$ cat src/rtl/i4004_timing_ctrl.sv
// Instruction-cycle timing for a 4004-style CPU: two-phase clock, the eight
// machine states A1..X3, SYNC, bus enable and CM-ROM/CM-RAM command strobes.
module i4004_timing_ctrl #(
  parameter int DIV = 4
) (
  input  logic       clk_i,
  input  logic       RESET_i,
  input  logic       src_i,
  input  logic       io_i,
  input  logic       ext_i,
  input  logic [1:0] bank_i,
  output logic       PHI1_o,
  output logic       PHI2_o,
  output logic       SYNC_o,
  output logic [2:0] state_o,
  output logic       state_stb_o,
  output logic       bus_oe_o,
  output logic       CM_ROM_o,
  output logic [3:0] CM_RAM_o,
  output logic       second_word_o
);

  typedef enum logic [2:0] {A1, A2, A3, M1, M2, X1, X2, X3} state_t;

  localparam logic [7:0] DIV_MAX = 8'(DIV - 1);

  state_t     state;
  logic [7:0] div_cnt;
  logic [1:0] q;
  logic       stb;
  logic       src_l;
  logic       io_l;
  logic       ext_l;
  logic [1:0] bank_l;
  logic       second_word;

  logic       last_tick;
  logic       adv;
  logic       m2_stb;
  logic       io_eff;
  logic [1:0] bank_eff;
  logic       src_act;

  assign last_tick = (div_cnt == DIV_MAX);
  assign adv       = last_tick && (q == 2'd3);
  assign m2_stb    = (state == M2) && stb;
  // On the M2 strobe clock the latch has not captured yet, so use the live inputs.
  assign io_eff    = m2_stb ? io_i : io_l;
  assign bank_eff  = m2_stb ? bank_i : bank_l;
  assign src_act   = src_l && !second_word;

  always_ff @(posedge clk_i or posedge RESET_i) begin
    if (RESET_i) begin
      state       <= A1;
      div_cnt     <= 8'd0;
      q           <= 2'd0;
      stb         <= 1'b1;
      src_l       <= 1'b0;
      io_l        <= 1'b0;
      ext_l       <= 1'b0;
      bank_l      <= 2'd0;
      second_word <= 1'b0;
    end else begin
      div_cnt <= last_tick ? 8'd0 : div_cnt + 8'd1;
      if (last_tick) q <= q + 2'd1;
      stb <= adv;
      if (adv) begin
        state <= state_t'(3'(state + 3'd1));
        if (state == X3) second_word <= ext_l;
      end
      if (m2_stb) begin
        src_l  <= src_i;
        io_l   <= io_i;
        // A second word never starts another pair, so pairs always alternate.
        ext_l  <= ext_i && !second_word;
        bank_l <= bank_i;
      end
    end
  end

  always_comb begin
    PHI1_o      = 1'b0;
    PHI2_o      = 1'b0;
    SYNC_o      = 1'b1;
    state_stb_o = 1'b0;
    bus_oe_o    = 1'b0;
    CM_ROM_o    = 1'b0;
    CM_RAM_o    = 4'd0;
    if (!RESET_i) begin
      PHI1_o      = (q == 2'd0);
      PHI2_o      = (q == 2'd2);
      SYNC_o      = (state != X3);
      state_stb_o = stb;
      case (state)
        A1, A2, A3: bus_oe_o = 1'b1;
        M2: begin
          CM_ROM_o = 1'b1;
          if (io_eff && !second_word) CM_RAM_o = 4'b0001 << bank_eff;
        end
        X2: begin
          if (src_act) begin
            bus_oe_o = 1'b1;
            CM_ROM_o = 1'b1;
            CM_RAM_o = 4'b0001 << bank_l;
          end
        end
        X3: bus_oe_o = src_act;
        default: ;
      endcase
    end
  end

  assign state_o       = state;
  assign second_word_o = second_word;

endmodule
$ cat config.mk
export PLATFORM = sky130hd
export DESIGN_NAME = i4004_timing_ctrl
export DESIGN_NICKNAME = d
export VERILOG_FILES = /design/src/rtl/i4004_timing_ctrl.sv
export SDC_FILE = /design/constraint.sdc
export NUM_CORES = 1
export LEC_CHECK = 0
export CAP_MARGIN = 5
export CORE_MARGIN = 2
export CORE_UTILIZATION = 50
export DETAILED_ROUTE_END_ITERATION = 6
export GPL_TIMING_DRIVEN = 0
export PLACE_DENSITY = 0.87
export SETUP_SLACK_MARGIN = 0.15
export SLEW_MARGIN = 20
export SYNTH_ARGS = -nofsm -noshare
export SYNTH_HDL_FRONTEND = slang
export SYNTH_SLANG_ARGS = --single-unit
$ cat constraint.sdc
create_clock -name clk_i -period 2.1 [get_ports clk_i]
set_input_delay 0.42 -clock clk_i [delete_from_list [all_inputs] [get_ports clk_i]]
set_output_delay 0.42 -clock clk_i [all_outputs]
set_load 0.02 [all_outputs]
# After elaboration in Yosys (flattened, before gate mapping)
# Cells that the tools add are included.
classes:
  addsub: 3
  eq_ne: 9
  shift: 2
  muxes: 16
  n_reduce_logical: 10
ops:
  columns: ["cell", "n"]
  rows:
  - ["4-bit 2-to-1 mux", 3]
  - ["3-bit equality test (second input constant)", 3]
  - ["8-bit by 1-bit adder with 8-bit output (second input constant)", 1]
  - ["8-bit by 2-bit equality test with 1-bit output (second input constant)", 1]
  - ["1-bit 2-to-1 mux", 8]
  - ["8-bit 2-to-1 mux", 1]
  - ["4-bit one-hot mux with 2 select lines", 1]
  - ["1-bit by 2-bit << shifter with 4-bit output (first input constant)", 2]
  - ["1-bit logical AND", 5]
  - ["2-bit equality test (second input constant)", 2]
  - ["3-bit by 1-bit adder with 3-bit output (second input constant)", 1]
  - ["3-bit by 1-bit equality test with 1-bit output (second input constant)", 1]
  - ["3-bit by 2-bit equality test with 1-bit output (second input constant)", 1]
  - ["3-bit zero test", 1]
  - ["3-bit inequality test (second input constant)", 1]
  - ["1-bit one-hot mux with 3 select lines", 1]
  - ["3-bit OR reduction", 1]
  - ["2-bit by 1-bit adder with 2-bit output (second input constant)", 1]
  - ["2-bit zero test", 1]
  - ["2-bit 2-to-1 mux", 1]
  - ["1-bit one-hot mux with 2 select lines", 1]
  - ["2-bit AND reduction", 1]
  - ["1-bit zero test", 1]
word_totals:
  reg_bits: 20
  in_bits: 7
  out_inout_bits: 14
  wordCells: 49

# Longest topological paths before layout
depth:
  word_depth: 7
  mapped_depth: 5
  ltp_nobuf: 5

# Worst setup path after synthesis
# OpenSTA, ideal clock, no wires.
synth_path:
  path_kind: "register -> output"
  start: "reg state[0] (netlist: state_o[0])"
  end: "out CM_RAM_o[3]"
  arrival_ps: 1735
  path_slack_ps: -55
  path_stages_with_launch: 6
  path_buffers: 0
  path_cell_list: "dfrtp_1 > inv_1 > ha_1 > nand3_2 > mux2_2 > o22ai_1"
synth_between:
  elab_chain_len: 7
  elab_cells_between_ends: 10
synth_rtl:
  columns: ["element", "line", "source"]
  rows:
  - ["from (decl)", "27", "state_t state;"]
  - ["from (signal assigned)", "68", "state <= state_t'(3'(state + 3'd1));"]
  - ["3-bit equality test", "46, 94", null]
  - ["1-bit logical AND", "46", "assign m2_stb = (state == M2) && stb;"]
  - ["2-bit 2-to-1 mux or 1-bit 2-to-1 mux (tied branches)", null, null]
  - ["1-bit by 2-bit << shifter with 4-bit output or 1-bit logical AND (tied branches)", "98", "if (io_eff && !second_word) CM_RAM_o = 4'b0001 << bank_eff;"]
  - ["4-bit 2-to-1 mux", "98", null]
  - ["4-bit one-hot mux with 2 select lines *", "94", "case (state)"]
  - ["4-bit 2-to-1 mux *", "89", "if (!RESET_i) begin"]
  - ["to (decl)", "19", "output logic [3:0] CM_RAM_o,"]
# Mark *: on every way between the ends. The rest lies on a longest branch, timed or not.

# Worst setup path after layout
layout_path:
  start: "reg state[1] (netlist: state_o[1])"
  end: "out CM_RAM_o[2]"
# Same word-level chain as after synthesis.

==> metrics.txt <==
Post-Route WL 2.92 mm; number of enable flip-flop cells after synthesis 0; number of max-cap violations 0; Finished Layout Cells 173; global-route wire length before repair 4.40 mm; r2r startpoint div_cnt[0]$_DFF_PP0_; Antenna diodes 0; FFs w/ async S/R, synth 100%; Synth Area in XOR/XNOR 6.00%; Syn Std Cell Area 1170 sq um; FILL cells 142; Max Clock Freq 444 MHz; CORE AREA 2210 sq um; Register Area 505 sq um; Hold Path Class primary input to async pin; via count 951; WHS 343 ps; mux share of post-synthesis cell area 11.8%; dpl hpwl 1.75 mm; CTS tree yes; Worst-Margin Slew 531 ps; Remaining DRCs 0; largest net degree at the start of global routing 12; cts bufs inserted 3; final setup margin -152 ps; Total Power 0.666 mW; RSZ-0062 raised after global routing true; Iteration-0 DRC Markers 15; status complete, but fails checks; DP Area 1440 sq um; die width 52.3 um; clk slew on worst S/H paths 110 ps; arrival time at the worst endpoint 1830 ps; area used by multi-input combinational logic 733 sq um; Tmin final 2250 ps; Fin. Hold Viols 0; GRT Overall Usage 22.3%; Inst Count DP 153; Leakage Power 0.746 nW; final setup skew 1.01 ps; share of layout cells above drive strength 1 44.1%; commonest non-fill, non-tap cell in the layout buf_4; Highest Signal Layer met4; Antenna Violating Nets Remaining 0; initial antenna violation count 0; row cnt 17; Worst R2R End state_o[1]$_DFFE_PP0P_; simple-gate area share of the yosys netlist 22.1%; reg2reg path depth 4; total gr overflow 0; CP Launch Point state_o[1]$_DFFE_PP0P_; CP Data Required Time 1680 ps; Nets 162; post-synth cell types 31; Syn Inst Count 105; Worst Setup EP CM_RAM_o[2]; area grow syn2layout 41.1%; R2R setup slack 520 ps; Power Density 404 nW/um^2; wire length on met1 1.19 mm; synth warn 0; slew margin rel. 64.4%; Crit Path Class flop to output pin; Die H 52.3 um; TritonCTS Sinks 20; IO Pins 21; sequential area share after synthesis 43.0%; Finished Core Util 74.4%; Max clock buf depth 2; failing checks setup timing; die area 2740 sq um; worst-path maximum fanout 4; VDD IR-drop max 0.505 mV; top_reg_cell synth dfrtp_1; # hold bufs at CTS 0; Starting Density 52.8%; period utilization 107%; met3 wire len 84 um; vias per cell 5.50; crit end category output pin; Slew Viols, Final 0; syn nets 121; fin area 1650 sq um; Buffers on Ports 20; wire length on met2 1.59 mm; WL/cell 16.8 um; Synth Area in Adders 9.65%; gpl congestion 0.689; largest family of logic cells by synthesized area simple AND/OR/NAND/NOR gates; final setup violation count 5; CTS HTree Levels 1; vias in the first global route 950; startpoint class of the critical path flop; Compound-Gate Fraction of Synth Area 4.93%; clk_lat worst skew 300 ps; Root Buffer clkbuf_4; Post-Syn Area per Cell 11.1 sq um; Seq cells post-synth 20; 1st-pass router iterations 4; most frequent cells in the layout 20 x buf_4, 16 x dfrtp_1, 8 x nor2_1, 7 x xnor2_1, 7 x nor2b_1
-- layout make-up --
type                    count  area share [%]
repair inverters            1           0.304
multi-input cells          77            44.5
flip-flops and latches     20            30.7
clock buffers               4            2.20
repair buffers             35            18.1
well taps                  28            2.13
inverters                   8            2.05
-- per-layer routing --
layer  vias to the layer above  global-route usage [%]
met1                       480                    25.7
met5                         -                       0
met2                        20                    41.0
li1                        445                       -
met3                         6                    4.86
met4                         0                    6.41
-- flip-flops by register name, summed over array words and instances, names as in the netlist --
name / flops
second_word_o: 1
bank_l: 2
stb: 1
src_l: 1
io_l: 1
div_cnt: 8
q: 2
state_o: 3
ext_l: 1
-- cells by family (layout without fill, tap and decap cells) --
logic type | after synthesis | after routing
xor gates and xnor gates | 8 | 8
and+or+nand+nor | 40 | 40
buffers and inverters | 8 | 48
adders and majority gates | 9 | 9
muxes | 12 | 12
AOI/OAI and AO/OA | 8 | 8
DFF | 20 | 20
-- critical path: stages, from the launching register on --
cell,delay [ps]
dfrtp_2,450
inv_2,90
ha_4,170
or4b_4,520
o32ai_2,120
buf_4,180
-- power by group --
part / internal, mW / switching [mW] / leakage (nW)
registers: 0.389 / 0.00633 / 0.245
logic: 0.0222 / 0.0259 / 0.481
clock network: 0.106 / 0.116 / 0.0210
-- metrics by stage --
stage                     setup TNS, ps  setup WS, ps
final                              -639          -152
after global routing               -953          -205
after detailed placement          -5070          -966
after CTS                          -580          -150
after floorplan                       0           146
after global placement            -4840          -931
-- synthesized netlist by cell type (2+ instances only) --
| cell | n | area, sq um |
|---|---|---|
| and2_2 | 2 | 15.0 |
| dfrtp_1 | 19 | 475 |
| ha_1 | 9 | 113 |
| inv_1 | 8 | 30.0 |
| mux2_2 | 5 | 56.3 |
| mux2_4 | 2 | 30.0 |
| mux2i_1 | 4 | 40.0 |
| nand2_1 | 5 | 18.8 |
| nand2b_1 | 2 | 12.5 |
| nand3_1 | 4 | 20.0 |
| nand3_2 | 2 | 20.0 |
| nand4_1 | 2 | 12.5 |
| nor2_1 | 8 | 30.0 |
| nor2b_1 | 7 | 43.8 |
| o21ai_0 | 2 | 10.0 |
| o32ai_1 | 3 | 26.3 |
| xnor2_1 | 7 | 61.3 |
-- worst min path at each step --
stage / end
6_report: div_cnt[6]$_DFF_PP0_
5_1_grt: div_cnt[6]$_DFF_PP0_
4_1_cts: div_cnt[5]$_DFF_PP0_
3_5_place_dp: div_cnt[0]$_DFF_PP0_
3_3_place_gp: ext_l$_DFFE_PP0N_
2_1_floorplan: bank_l[0]$_DFF_PP0_
-- repair_timing --
item | CTS | global route
setup endpoints to repair | 10 | 9
buffers inserted | 10 | 5
resized for setup | 58 | 7
cloned | 1 | 0
pin swaps | 7 | 2
Note: power is estimated with default switching activity, not from simulation.
